### src/rtl/uart_rx.sv
// 8N1 UART receiver, LSB first, fixed CLKS_PER_BIT; one-cycle done/frame_err strobes.
// Optional UART_RX_MAJORITY_EN: each bit sample is the 2-of-3 vote of the last three synchronized values.
module uart_rx #(
    parameter int CLKS_PER_BIT = 5208
) (
    input  logic       i_clk,
    input  logic       i_reset,
    input  logic       i_rx,
    input  logic       i_enable,
    output logic [7:0] o_data_out,
    output logic       o_done,
    output logic       o_frame_err
);

    localparam int          HALF    = CLKS_PER_BIT / 2;
    localparam logic [15:0] HALF_M1 = 16'(HALF - 1);
    localparam logic [15:0] BIT_M1  = 16'(CLKS_PER_BIT - 1);

    typedef enum logic [1:0] {
        IDLE,
        START,
        DATA,
        STOP
    } state_t;

    state_t      r_state;
    state_t      w_stateNext;
    logic        r_sync1;
    logic        r_rxS;
    logic [15:0] r_cnt;
    logic [15:0] w_cntNext;
    logic [2:0]  r_bitIdx;
    logic [2:0]  w_bitIdxNext;
    logic [7:0]  r_shift;
    logic [7:0]  w_shiftNext;
    logic [7:0]  r_data;
    logic [7:0]  w_dataNext;
    logic        r_done;
    logic        w_doneNext;
    logic        r_frameErr;
    logic        w_frameErrNext;
    logic        w_sample;

    always_ff @(posedge i_clk) begin
        if (!i_reset) begin
            r_sync1 <= 1'b1;
            r_rxS   <= 1'b1;
        end else begin
            r_sync1 <= i_rx;
            r_rxS   <= r_sync1;
        end
    end

`ifdef UART_RX_MAJORITY_EN
    // r_hist[0] always equals r_rxS; the vote spans it and the two cycles before.
    logic [2:0] r_hist;

    always_ff @(posedge i_clk) begin
        if (!i_reset) begin
            r_hist <= 3'b111;
        end else begin
            r_hist <= {r_hist[1:0], r_sync1};
        end
    end

    assign w_sample = (r_hist[0] & r_hist[1]) | (r_hist[0] & r_hist[2]) | (r_hist[1] & r_hist[2]);
`else
    assign w_sample = r_rxS;
`endif

    always_ff @(posedge i_clk) begin
        if (!i_reset) begin
            r_state <= IDLE;
        end else begin
            r_state <= w_stateNext;
        end
    end

    always_comb begin
        w_stateNext    = r_state;
        w_cntNext      = r_cnt;
        w_bitIdxNext   = r_bitIdx;
        w_shiftNext    = r_shift;
        w_dataNext     = r_data;
        w_doneNext     = 1'b0;
        w_frameErrNext = 1'b0;

        case (r_state)
            IDLE: begin
                if (i_enable && !r_rxS) begin
                    w_stateNext = START;
                    w_cntNext   = 16'd0;
                end
            end
            START: begin
                if (r_cnt == HALF_M1) begin
                    w_cntNext = 16'd0;
                    if (!w_sample) begin
                        w_stateNext  = DATA;
                        w_bitIdxNext = 3'd0;
                    end else begin
                        w_stateNext = IDLE;
                    end
                end else begin
                    w_cntNext = r_cnt + 16'd1;
                end
            end
            DATA: begin
                if (r_cnt == BIT_M1) begin
                    w_cntNext             = 16'd0;
                    w_shiftNext[r_bitIdx] = w_sample;
                    if (r_bitIdx == 3'd7) begin
                        w_stateNext = STOP;
                    end else begin
                        w_bitIdxNext = r_bitIdx + 3'd1;
                    end
                end else begin
                    w_cntNext = r_cnt + 16'd1;
                end
            end
            STOP: begin
                if (r_cnt == BIT_M1) begin
                    w_cntNext   = 16'd0;
                    w_stateNext = IDLE;
                    if (w_sample) begin
                        w_dataNext = r_shift;
                        w_doneNext = 1'b1;
                    end else begin
                        w_frameErrNext = 1'b1;
                    end
                end else begin
                    w_cntNext = r_cnt + 16'd1;
                end
            end
            default: begin
                w_stateNext = IDLE;
                w_cntNext   = 16'd0;
            end
        endcase

        // Dropping enable mid-frame throws the frame away silently.
        if (r_state != IDLE && !i_enable) begin
            w_stateNext    = IDLE;
            w_cntNext      = 16'd0;
            w_shiftNext    = 8'h00;
            w_dataNext     = r_data;
            w_doneNext     = 1'b0;
            w_frameErrNext = 1'b0;
        end
    end

    always_ff @(posedge i_clk) begin
        if (!i_reset) begin
            r_cnt      <= 16'd0;
            r_bitIdx   <= 3'd0;
            r_shift    <= 8'h00;
            r_data     <= 8'h00;
            r_done     <= 1'b0;
            r_frameErr <= 1'b0;
        end else begin
            r_cnt      <= w_cntNext;
            r_bitIdx   <= w_bitIdxNext;
            r_shift    <= w_shiftNext;
            r_data     <= w_dataNext;
            r_done     <= w_doneNext;
            r_frameErr <= w_frameErrNext;
        end
    end

    assign o_data_out  = r_data;
    assign o_done      = r_done;
    assign o_frame_err = r_frameErr;

endmodule

### config.mk
export PLATFORM = sky130hd
export DESIGN_NAME = uart_rx
export DESIGN_NICKNAME = d
export VERILOG_FILES = /design/src/rtl/uart_rx.sv
export SDC_FILE = /design/constraint.sdc
export NUM_CORES = 1
export LEC_CHECK = 0
export CORE_UTILIZATION = 45
export CTS_CLUSTER_SIZE = 16
export DETAILED_ROUTE_END_ITERATION = 10
export PLACE_DENSITY = 0.69
export REMOVE_ABC_BUFFERS = 1
export SLEW_MARGIN = 20
export SYNTH_ARGS = -nofsm -noshare
export SYNTH_HDL_FRONTEND = slang
export SYNTH_SLANG_ARGS = --single-unit
### constraint.sdc
create_clock -name i_clk -period 2.03 [get_ports i_clk]
set_input_delay 0.3045 -clock i_clk [delete_from_list [all_inputs] [get_ports i_clk]]
set_output_delay 0.3045 -clock i_clk [all_outputs]
set_load 0.02 [all_outputs]
==> key figures <==
Outcome
  • Status: complete, no violations

CTS
  • Worst skew pair latency: 0.30 ns
  • Clock Path Buffers: 2
  • Clock tree sinks: 41
  • TritonCTS Buffers: 5
  • CTS tree: built
  • CTS HTree Levels: 2
  • Clock Pin Slew Worst Setup and Hold Paths: 0.08 ns
  • Root buffer cell: clkbuf_8
  • Post-CTS Hold Fix Bufs: 0

Power and ir drop
  • Pwr dens: 623.3 nW/um^2
  • Clk network pwr share: 0.433
  • Sw Pwr: 0.3397 mW
  • Leakage power figure: 0.8532 nW
  • Reg power frac: 0.527
  • Internal power: 1.201 mW
  • Sw Share: 0.2205
  • Peak supply drop: 0.4327 mV
  • Logic gate share of total power: 0.040

Routing
  • Routed len/inst: 14.48 microns
  • Initial DRT Pass Iterations: 4
  • Routed Antenna Nets: 0
  • Routed vias: 1755
  • Drt initial violations: 109
  • Drt drc: 0
  • Vias/cell: 5.754
  • Total Wirelength: 4417 microns

Yosys
  • Syn_area_per_cell: 8.847 sq um
  • Main synth FF type: dfxtp_1
  • Fraction of registers with async set/reset: 0
  • Number of synthesized register bits: 41
  • Synth warn: 0
  • Post-synth cell types: 47
  • Post-synthesis cell area: 2008 sq um
  • Post-Syn Instances: 227
  • Post-synth EDFFs: 0
  • Seq/Total Area, Yosys: 0.4087

Setup path
  • Setup crit start kind: flop
  • Crit path kind: flop to flop
  • Data required, critical path: 2.23 ns
  • Crit path DAT: 2.21 ns
  • Worst setup EP type: flop
  • Worst reg-to-reg setup slack: 0.02 ns
  • Crit Reg-Reg Startpoint: r_cnt[0]$_SDFFE_PP0P_
  • Worst r2r dst: r_shift[4]$_SDFFE_PP0P_
  • Reg2reg path depth: 7
  • Critical path peak fanout: 5

Floorplan
  • Die H: 68.80 microns
  • Initial core utilization: 0.4846
  • # rows: 23
  • Die area: 4733 sq um
  • Core Footprint: 4144 sq um
  • I/O Pins: 14
  • Die W: 68.80 microns

Global route
  • Initial antenna violation count: 0
  • Vias in the first global route: 1466
  • GRT Total Usage: 0.2032
  • Total grt overflow: 0
  • Global-route wire length before repair: 7051 microns
  • Largest net degree at the start of global routing: 25

Cells and area
  • # nets final: 261
  • Ant diodes: 0
  • Share of cells above drive strength 1: 0.1804
  • Area grow syn2layout: 23.12%

Placement
  • DP HPWL: 3144 microns
  • Port Buffers: 13
  • GP Congestion: 0.8551
  • Worst slack at placement: 0.07029 ns

STA
  • Max-slew headroom: 0.7255
  • Max Freq: 498.1 MHz
  • Slew @ Worst Pin: 0.4080 ns
  • Clock skew: 0.01008 ns
  • Hold_ws: 0.4314 ns
  • Final period utilization: 0.9889
  • Min Tclk post-route: 2.007 ns
  • Final Setup Violations: 0
  • Max Slew Vio Count: 0
  • Final Hold Viols: 0
  • Post-route setup slack: 0.02256 ns

Hold path
  • Hold Path Stages: 1
  • WHS Endpoint: r_rxS$_SDFF_PN1_
  • Worst hold path class: flop to flop
  • Min-delay src: r_sync1$_SDFF_PN1_

Run
  • Total of max-cap violations: 0
critical path, cell delays in order, from the launching register on:
cell	delay [ns]
dfxtp_1	0.36
ha_2	0.23
and4bb_2	0.25
nand4_1	0.20
buf_4	0.23
nor4_2	0.34
mux2i_1	0.24
nor2_1	0.05
cells by family after synthesis:
kind of cell / count (synthesis) / synth area share
compound gates: 48 / 0.1570
xor+xnor: 2 / 0.008724
fa+ha+maj: 3 / 0.01869
buf+inv: 17 / 0.03800
flops: 41 / 0.4087
mux: 14 / 0.06978
simple gates: 102 / 0.2991
flip-flops by register name (all words and copies together) (netlist names), named ones only:
signal,flops
o_data_out,8
o_done,1
o_frame_err,1
r_bitIdx,3
r_cnt,16
r_rxS,1
r_shift,8
r_state,1
r_sync1,1
power groups by stage:
stage | logic (mW) | registers [mW] | clock network, mW
after floorplan | 0.0296 | 0.829 | 0
after global placement | 0.0603 | 0.830 | 0
after detailed placement | 0.0612 | 0.831 | 0
after CTS | 0.0614 | 0.812 | 0.679
after global routing | 0.0676 | 0.812 | 0.709
final | 0.0620 | 0.812 | 0.667
Yosys cell counts, drive strengths merged, types with 2 or more instances:
library cell	n	area [sq um]
a21o	2	15.01
a21oi	15	78.83
a22o	4	35.03
a31oi	10	62.56
a41o	2	20.02
and2	3	18.77
and3	4	26.28
and4	3	26.28
and4bb	3	37.54
buf	6	35.03
clkbuf	5	18.77
dfxtp	41	820.8
ha	3	37.54
inv	6	22.52
mux2i	14	140.1
nand2	22	82.58
nand2b	7	43.79
nand3	11	55.05
nand3b	2	15.01
nand4	7	43.79
nand4b	2	17.52
nor2	15	56.30
nor2b	8	50.05
nor3	2	21.27
nor4	6	43.79
nor4bb	2	20.02
o21ai	9	56.30
or4	2	18.77
xnor2	2	17.52
per-stage QoR:
stage / utilization / power, mW / instances / TNS [ns] / area (sq um)
floorplan: - / 0.8591 / 216 / -6.394 / 1954
CTS: 0.5776 / 1.552 / 302 / 0 / 2394
finish: 0.5966 / 1.541 / 305 / 0 / 2472
detailed placement: 0.5498 / 0.8918 / 294 / 0 / 2278
global route: 0.5966 / 1.589 / 305 / -0.07753 / 2472
global placement: 0.5498 / 0.8906 / 294 / 0 / 2278
area by class of cell:
class | count | area, sq um
multi-input cells | 169 | 1175
clock inverters | 3 | 46.29
inverters | 6 | 22.52
flip-flops and latches | 41 | 822.0
repair buffers | 31 | 275.3
fillers | 374 | 1672
well taps | 50 | 62.56
clock buffers | 5 | 68.82
repair_timing:
action,CTS,global route
endpoints found under the setup margin,0,10
resized for setup,0,11
buffers inserted,0,2
placed cells by master (no fill, tap or decap), types with 2 or more instances in the layout:
cell type	instances
inv_1	5
a21oi_1	14
a31oi_1	10
buf_4	16
a22o_1	4
and4_1	3
nand2_1	22
nand2b_1	7
clkdlybuf4s50_1	13
a21o_1	2
ha_1	2
and4bb_2	3
clkbuf_8	5
xnor2_1	2
nor2_1	15
nand3_1	11
mux2i_1	14
dfxtp_1	40
and2_1	3
nand4_1	7
o21ai_0	7
nand3b_1	2
nor2b_1	8
and3_1	3
nor4_2	4
a41o_1	2
nand4b_1	2
metal layers:
layer / GRT usage / up-vias / share of wire
li1: - / 891 / -
met3: 0.04605 / 9 / 0.052
met5: 0 / - / 0
met2: 0.2966 / 42 / 0.43
met1: 0.2859 / 813 / 0.50
met4: 0.08418 / 0 / 0.022
worst max path at each step:
stage / from / end / depth (start not counted) / slack, ns
3_5_place_dp: r_cnt[0]$_SDFFE_PP0P_ / r_cnt[14]$_SDFFE_PP0P_ / 7 / 0.07
4_1_cts: r_cnt[0]$_SDFFE_PP0P_ / r_cnt[14]$_SDFFE_PP0P_ / 7 / 0.06
3_3_place_gp: r_cnt[0]$_SDFFE_PP0P_ / r_cnt[14]$_SDFFE_PP0P_ / 7 / 0.12
6_report: r_cnt[0]$_SDFFE_PP0P_ / r_shift[4]$_SDFFE_PP0P_ / 7 / 0.02
5_1_grt: r_cnt[0]$_SDFFE_PP0P_ / r_shift[4]$_SDFFE_PP0P_ / 7 / -0.07
2_1_floorplan: r_cnt[0]$_SDFFE_PP0P_ / o_data_out[0]$_SDFFE_PN0P_ / 6 / -0.71
Note: power is estimated with default switching activity, not from simulation.
